`src/rtl/global_vcfg_tracker_pkg.sv`:
```
// global_vcfg_tracker_pkg: vl/vtype types, snapshot layout and vtype/VLMAX/split helpers.
package global_vcfg_tracker_pkg;

    localparam int unsigned XLEN       = 64;
    localparam int unsigned VLENB      = 512;
    localparam int unsigned ClusterNum = 4;
    localparam int unsigned LgClusters = $clog2(ClusterNum);
    localparam int unsigned VlW        = $clog2(8 * VLENB * ClusterNum) + 1;
    localparam int unsigned ClVlW      = $clog2(8 * VLENB) + 1;

    localparam logic [6:0] OpcodeVec     = 7'b1010111;
    localparam logic [6:0] OpcodeLoadFp  = 7'b0000111;
    localparam logic [6:0] OpcodeStoreFp = 7'b0100111;

    typedef logic [VlW-1:0]   vlen_cl_t;
    typedef logic [ClVlW-1:0] vlen_t;
    typedef vlen_t [ClusterNum-1:0] cl_vl_t;

    typedef struct packed {
        logic       vill;
        logic       vma;
        logic       vta;
        logic [2:0] vsew;
        logic [2:0] vlmul;
    } vtype_t;

    typedef struct packed {
        logic            req_valid;
        logic [31:0]     insn;
        logic [XLEN-1:0] rs1;
        logic [XLEN-1:0] rs2;
    } accelerator_req_t;

    typedef struct packed {
        vlen_cl_t vl;
        vtype_t   vtype;
        cl_vl_t   cl_vl;
    } vcfg_snapshot_t;

    localparam vtype_t VtypeIll = '{vill: 1'b1, default: '0};

    function automatic vtype_t vtype_xlen(input logic [XLEN-1:0] x);
        vtype_t v;
        v = '{vill: 1'b0, vma: x[7], vta: x[6], vsew: x[5:3], vlmul: x[2:0]};
        // fractional LMUL needs SEW <= ELEN*LMUL, i.e. vsew < vlmul[1:0]
        return (|x[XLEN-1:8] || v.vsew[2] || v.vlmul == 3'b100 ||
                (v.vlmul[2] && v.vsew[1:0] >= v.vlmul[1:0])) ? VtypeIll : v;
    endfunction

    function automatic vlen_cl_t vlmax_f(input vtype_t vt, input int unsigned nc);
        vlen_cl_t base;
        base = vlen_cl_t'((VLENB * nc) >> vt.vsew);
        if (vt.vill) return '0;
        return vt.vlmul[2] ? base >> (3'd4 - {1'b0, vt.vlmul[1:0]}) : base << vt.vlmul[1:0];
    endfunction

    function automatic cl_vl_t split_vl(input vlen_cl_t vl);
        cl_vl_t   r;
        vlen_cl_t rem;
        rem = vl & vlen_cl_t'(ClusterNum - 1);
        for (int i = 0; i < ClusterNum; i++)
            r[i] = vlen_t'((vl >> LgClusters) + vlen_cl_t'(vlen_cl_t'(i) < rem));
        return r;
    endfunction

endpackage

```
`src/rtl/global_vcfg_decode.sv`:
```
// global_vcfg_decode: combinational vset* / vector LdSt decode producing next vl and vtype.
// GLOBAL_VCFG_MIN_VL_CLAMP_EN lifts small register AVLs to NrClusters*NrLanes.
module global_vcfg_decode
    import global_vcfg_tracker_pkg::*;
#(
    parameter int unsigned NrLanes    = 4,
    parameter int unsigned NrClusters = ClusterNum
) (
    input  logic [31:0]     insn,
    input  logic [XLEN-1:0] rs1,
    input  logic [XLEN-1:0] rs2,
    input  vlen_cl_t        vl_cur,
    output vlen_cl_t        vl_next,
    output vtype_t          vtype_next,
    output logic            is_cfg,
    output logic            is_ldst
);
`ifdef GLOBAL_VCFG_MIN_VL_CLAMP_EN
    localparam bit ClampEn = 1'b1;
`else
    localparam bit ClampEn = 1'b0;
`endif
    localparam vlen_cl_t MinVl = vlen_cl_t'(NrClusters * NrLanes);

    logic     ivli, rs1_x0, rd_x0;
    vlen_cl_t vlmax, avl;

    always_comb begin
        is_cfg     = insn[6:0] == OpcodeVec && insn[14:12] == 3'b111;
        is_ldst    = (insn[6:0] == OpcodeLoadFp || insn[6:0] == OpcodeStoreFp) &&
                     (insn[14:12] == 3'b000 || (insn[14] && insn[13:12] != 2'b00));
        ivli       = insn[31:30] == 2'b11;
        rs1_x0     = insn[19:15] == 5'd0;
        rd_x0      = insn[11:7] == 5'd0;
        vtype_next = vtype_xlen(insn[31] && !ivli ? rs2 :
                                ivli ? XLEN'(insn[29:20]) : XLEN'(insn[30:20]));
        vlmax      = vlmax_f(vtype_next, NrClusters);
        avl        = ivli ? vlen_cl_t'(insn[19:15]) :
                     !rs1_x0 ? (|rs1[XLEN-1:VlW] ? vlmax : rs1[VlW-1:0]) :
                     rd_x0 ? vl_cur : vlmax;
        if (ClampEn && !ivli && !rs1_x0 && avl != '0 && avl < MinVl) avl = MinVl;
        vl_next    = avl < vlmax ? avl : vlmax;
    end

endmodule

```
`src/rtl/global_vcfg_tracker.sv`:
```
// global_vcfg_tracker: architectural vl/vtype tracking plus a per-LdSt config snapshot queue.
// Optional GLOBAL_VCFG_MIN_VL_CLAMP_EN (see global_vcfg_decode) enables the minimum-vl clamp.
module global_vcfg_tracker
    import global_vcfg_tracker_pkg::*;
#(
    parameter int unsigned NrLanes    = 4,
    parameter int unsigned NrClusters = ClusterNum,
    parameter int unsigned Depth      = 4
) (
    input  logic                   clk_i,
    input  logic                   rst_ni,
    input  logic                   flush_i,
    input  accelerator_req_t       acc_req_i,
    output logic                   acc_ready_o,
    output logic                   snap_valid_o,
    input  logic                   snap_ready_i,
    output vcfg_snapshot_t         snap_o,
    output vlen_cl_t               vl_o,
    output vtype_t                 vtype_o,
    output vlen_cl_t               vlmax_o,
    output logic [$clog2(Depth):0] usage_o
);
    localparam int unsigned     PtrW    = $clog2(Depth);
    localparam logic [PtrW-1:0] LastPtr = PtrW'(Depth - 1);
    localparam logic [PtrW:0]   FullCnt = (PtrW + 1)'(Depth);

    vcfg_snapshot_t  mem [Depth];
    vcfg_snapshot_t  last;
    logic [PtrW-1:0] wr_ptr, rd_ptr;
    vlen_cl_t        vl, vl_next;
    vtype_t          vtype, vtype_next;
    logic            is_cfg, is_ldst, full, pop, push, accept;

    global_vcfg_decode #(.NrLanes(NrLanes), .NrClusters(NrClusters)) i_decode (
        .insn      (acc_req_i.insn),
        .rs1       (acc_req_i.rs1),
        .rs2       (acc_req_i.rs2),
        .vl_cur    (vl),
        .vl_next   (vl_next),
        .vtype_next(vtype_next),
        .is_cfg    (is_cfg),
        .is_ldst   (is_ldst)
    );

    // Only LdSt needs a free slot; a pop in the same cycle frees one.
    always_comb begin
        full         = usage_o == FullCnt;
        snap_valid_o = usage_o != '0;
        pop          = snap_valid_o && snap_ready_i;
        acc_ready_o  = !full || pop || (acc_req_i.req_valid && !is_ldst);
        accept       = acc_req_i.req_valid && acc_ready_o;
        push         = accept && is_ldst && !flush_i;
        snap_o       = snap_valid_o ? mem[rd_ptr] : last;
        vl_o         = vl;
        vtype_o      = vtype;
        vlmax_o      = vlmax_f(vtype, NrClusters);
    end

    always_ff @(posedge clk_i or negedge rst_ni) begin
        if (!rst_ni) begin
            vl      <= '0;
            vtype   <= VtypeIll;
            wr_ptr  <= '0;
            rd_ptr  <= '0;
            usage_o <= '0;
            last    <= '0;
        end else begin
            if (accept && is_cfg) begin
                vl    <= vl_next;
                vtype <= vtype_next;
            end
            if (pop) last <= mem[rd_ptr];
            if (flush_i) begin
                wr_ptr  <= '0;
                rd_ptr  <= '0;
                usage_o <= '0;
            end else begin
                if (push) wr_ptr <= wr_ptr == LastPtr ? '0 : wr_ptr + 1'b1;
                if (pop) rd_ptr <= rd_ptr == LastPtr ? '0 : rd_ptr + 1'b1;
                usage_o <= usage_o + (PtrW + 1)'(push) - (PtrW + 1)'(pop);
            end
        end
    end

    always_ff @(posedge clk_i) begin
        if (push) mem[wr_ptr] <= '{vl: vl, vtype: vtype, cl_vl: split_vl(vl)};
    end

endmodule

```
`config.mk`:
```
export PLATFORM = sky130hd
export DESIGN_NAME = global_vcfg_tracker
export DESIGN_NICKNAME = d
export VERILOG_FILES = /design/src/rtl/global_vcfg_tracker_pkg.sv /design/src/rtl/global_vcfg_decode.sv /design/src/rtl/global_vcfg_tracker.sv
export SDC_FILE = /design/constraint.sdc
export NUM_CORES = 1
export LEC_CHECK = 0
export ABC_AREA = 1
export BUFFER_PORTS_ARGS = -buffer_cell sky130_fd_sc_hd__buf_2
export CAP_MARGIN = 5
export CORE_MARGIN = 2
export CORE_UTILIZATION = 43
export CTS_BUF_LIST = sky130_fd_sc_hd__clkbuf_8
export DETAILED_ROUTE_END_ITERATION = 6
export GPL_TIMING_DRIVEN = 0
export PLACE_DENSITY = 0.68
export SYNTH_ARGS = -nofsm -noshare
export SYNTH_HDL_FRONTEND = slang
export SYNTH_SLANG_ARGS = --single-unit
```
`constraint.sdc`:
```
create_clock -name clk_i -period 4.6 [get_ports clk_i]
set_clock_uncertainty 0.05 [all_clocks]
set_input_delay 0.46 -clock clk_i [delete_from_list [all_inputs] [get_ports clk_i]]
set_output_delay 0.46 -clock clk_i [all_outputs]
set_load 0.01 [all_outputs]
```
==> impl_metrics.tcl <==
set metrics [dict create \
    status "finished, violations left" \
    violations "design-rule violations" \
    syn_nets 1971 \
    power.switching_mw 3.836 \
    fin_cells 2710 \
    start_kind "input pin" \
    gp_congestion 0.9138 \
    placeableCoreArea_mm2 0.03883 \
    wirelength_mm 53.76 \
    critPathKind "in2reg" \
    synth_ff_type "edfxtp_1" \
    worst_pin_slew_ns 1.145 \
    cts_buffer_depth 3 \
    pwr-share-comb_pct 37.2 \
    setup_viol 0 \
    powerDensity_mw_per_mm2 481.0 \
    grt_use_total_pct 25.44 \
    placed_cells 2587 \
    min_path_type "in2reg" \
    grt_pass1_vias 14315 \
    final_common_cell "nand2_1" \
    die_w_um 202.9 \
    io_buffer_count 284 \
    ioPinCount 285 \
    ant_nets 0 \
    cp-end-kind "register" \
    tns_ns 0 \
    drt_iter0_markers 1302 \
    cpPeakStageDelay_ns 0.31 \
    drcViolationCount 10 \
    fillCellCount 3551 \
    wl_per_cell_um 19.84 \
    p_clk_share_pct 24.6 \
    worstPathArrival_ns 4.86 \
    num_rows 72 \
    timing.final.hold_violations 0 \
    layout-drive-gt1-share_pct 21.90 \
    ys_ff_latch 346 \
    dr.pass1.iters 7 \
    vias_per_cell 5.447 \
    cp_slowest_cell "ha_4" \
    crit_family "simple AND/OR/NAND/NOR gates" \
    worstPathMaxFanout 6 \
    die_h_um 202.9 \
    area_growth_syn_to_layout_pct 21.75 \
    final_util_pct 53.33 \
    numCtsBuffers 55 \
    start_util_pct 43.81 \
    p_sw_share_pct 38.51 \
    yosysSeqAreaShare_pct 58.33 \
    cts_tree "built" \
    ir_worst_vdd_mv 0.3419 \
    fmax_mhz 226.5 \
    vias 14761 \
    drv_cap 0 \
    cpMostUsedCell "nand2_1" \
    cp.required_ns 5.05 \
    synthesis.area_mm2 0.01701 \
    synth_edf_count 252 \
    clk_pin_slew_ns 0.07 \
    h-tree-depth 2 \
    antenna_cells 0 \
    die_area_mm2 0.04116 \
    period_minus_slack_ns 4.414 \
    relSlewSlack_pct 22.89 \
    clock_sinks 346 \
    p_int_mw 6.124 \
    seqPwrFrac_pct 38.2 \
    root_buffer "clkbuf_8" \
    fin_crit_sh_pct 95.97 \
    grt_antenna_before_repair 0 \
    syn_inst 1775 \
    p_leak_nw 8.989 \
    grt_max_degree 65 \
    clk_latency_ns 0.61 \
    drv_slew 0 \
    syn_avg_cell_area_um2 9.582 \
    cp_num_buf_inv 10 \
    grt_pass1_wl_mm 80.60 \
    grt_overflow_total 0 \
    async_reset_ff_share_pct 27.17 \
    layout_common_cells "nand2_1 (532), buf_2 (284), edfxtp_1 (252)" \
    power_mw 9.960 \
    yosysUniqueCellTypes 57 \
    yosys_warnings 0 \
    post-dp-hpwl_mm 39.19 \
    fin_nets 2341 \
]
state kept, by name, summed over array words and instances, names as in the netlist:
signal / count
vtype_o: 9
wr_ptr: 2
mem: 252
last: 63
vl_o: 15
rd_ptr: 2
usage_o: 3
worst reg2reg max path: cells and delay by family, from the launching register on:
kind / cells / cell delay [ns]
simple gates: 4 / 0.69
flops: 1 / 0.43
buf+inv: 4 / 1.69
compound gates: 1 / 0.10
worst paths after layout:
kind	slack [ns]	to	cells past startpoint	start
max	0.19	vl_o[4]$_DFFE_PN0P_	35	acc_req_i[158]
min	0.20	vl_o[2]$_DFFE_PN0P_	5	acc_req_i[145]
max reg2reg	1.54	last[37]$_DFFE_PN0P_	9	usage_o[2]$_DFF_PN0_
min reg2reg	0.44	last[30]$_DFFE_PN0P_	2	last[30]$_DFFE_PN0P_
max in group asynchronous	3.42	vtype_o[8]$_DFFE_PN1P_	3	rst_ni
min in group asynchronous	0.30	last[14]$_DFFE_PN0P_	2	rst_ni
through the flow:
| step | instance area, µm² | hold WS, ns | setup slack (ns) |
|---|---|---|---|
| after floorplan | 17020 | 0.1144 | 0.03191 |
| after global routing | 20710 | 0.2097 | -0.05396 |
| after global placement | 19090 | 0.4156 | -2.613 |
| after detailed placement | 19360 | 0.3846 | -1.011 |
| final | 20710 | 0.2007 | 0.1856 |
| after CTS | 20450 | 0.1812 | 0.01440 |
Yosys cell counts, types with 2 or more instances:
| cell | count | area [µm²] |
|---|---|---|
| mux2i_1 | 2 | 20.02 |
| nand3_1 | 54 | 270.3 |
| clkbuf_1 | 85 | 319.1 |
| o21ai_0 | 169 | 845.8 |
| a32oi_1 | 2 | 17.52 |
| nand2_2 | 7 | 43.79 |
| nor2_1 | 95 | 356.6 |
| inv_2 | 7 | 26.28 |
| clkinv_1 | 4 | 15.01 |
| dfrtp_1 | 93 | 2327 |
| a211oi_1 | 2 | 15.01 |
| buf_2 | 3 | 15.01 |
| nand2_4 | 5 | 56.30 |
| o211ai_1 | 4 | 30.03 |
| nand4_1 | 13 | 81.33 |
| o22ai_1 | 3 | 18.77 |
| a21oi_1 | 103 | 515.5 |
| a31oi_1 | 6 | 37.54 |
| nor4_1 | 11 | 68.82 |
| nor3_1 | 18 | 90.09 |
| nor2_2 | 3 | 18.77 |
| a21o_1 | 2 | 15.01 |
| buf_4 | 13 | 97.59 |
| a32o_1 | 63 | 630.6 |
| edfxtp_1 | 252 | 7567 |
| o21ai_1 | 10 | 50.05 |
| ha_1 | 30 | 375.4 |
| or2_2 | 7 | 43.79 |
| and2_1 | 5 | 31.28 |
| nand2_1 | 538 | 2019 |
| o21ai_2 | 4 | 35.03 |
| nor2_4 | 4 | 45.04 |
| buf_1 | 5 | 18.77 |
| inv_1 | 98 | 367.9 |
| xor2_1 | 33 | 289.0 |
cell families after synthesis:
family          share of synthesized area, %
flops                                  58.33
fa+ha+maj                              2.325
buf+inv                                5.090
xor+xnor                               1.751
mux                                   0.1177
compound gates                         13.68
simple gates                           18.71
power groups by stage:
stage	clock [mW]	sequential, mW	combinational, mW
finish	2.45	3.80	3.70
global route	2.62	3.84	4.05
CTS	2.49	3.80	3.68
detailed placement	0	3.86	3.65
global placement	0	3.84	3.59
floorplan	0	3.82	2.08
metal layers:
layer | vias to the layer above | track usage, % | wire [µm]
met5 | - | 0 | 0
met4 | 0 | 8.707 | 1670
met3 | 96 | 2.889 | 3367
met2 | 649 | 45.60 | 27340
met1 | 7125 | 31.91 | 21380
li1 | 6891 | - | -
cell type report:
| cell class | count | area (µm²) | share of cell area, % |
|---|---|---|---|
| buffer | 106 | 461.7 | 2.230 |
| clock buffer | 58 | 798.3 | 3.855 |
| clock inverter | 46 | 230.2 | 1.112 |
| inverter | 110 | 431.7 | 2.085 |
| multi-input combinational | 1214 | 6409 | 30.95 |
| sequential | 346 | 9921 | 47.91 |
| tap | 518 | 648.1 | 3.130 |
| timing repair buffer | 312 | 1808 | 8.731 |
timing repair:
action	4_1_cts	5_1_grt
resized for setup	9	39
setup endpoints to repair	17	15
gates cloned	0	2
pin swaps	1	18
endpoints found under the hold margin	32	0
hold buffers	2	0
setup buffers	1	14
No activity file was read; power rests on OpenSTA's default activity.
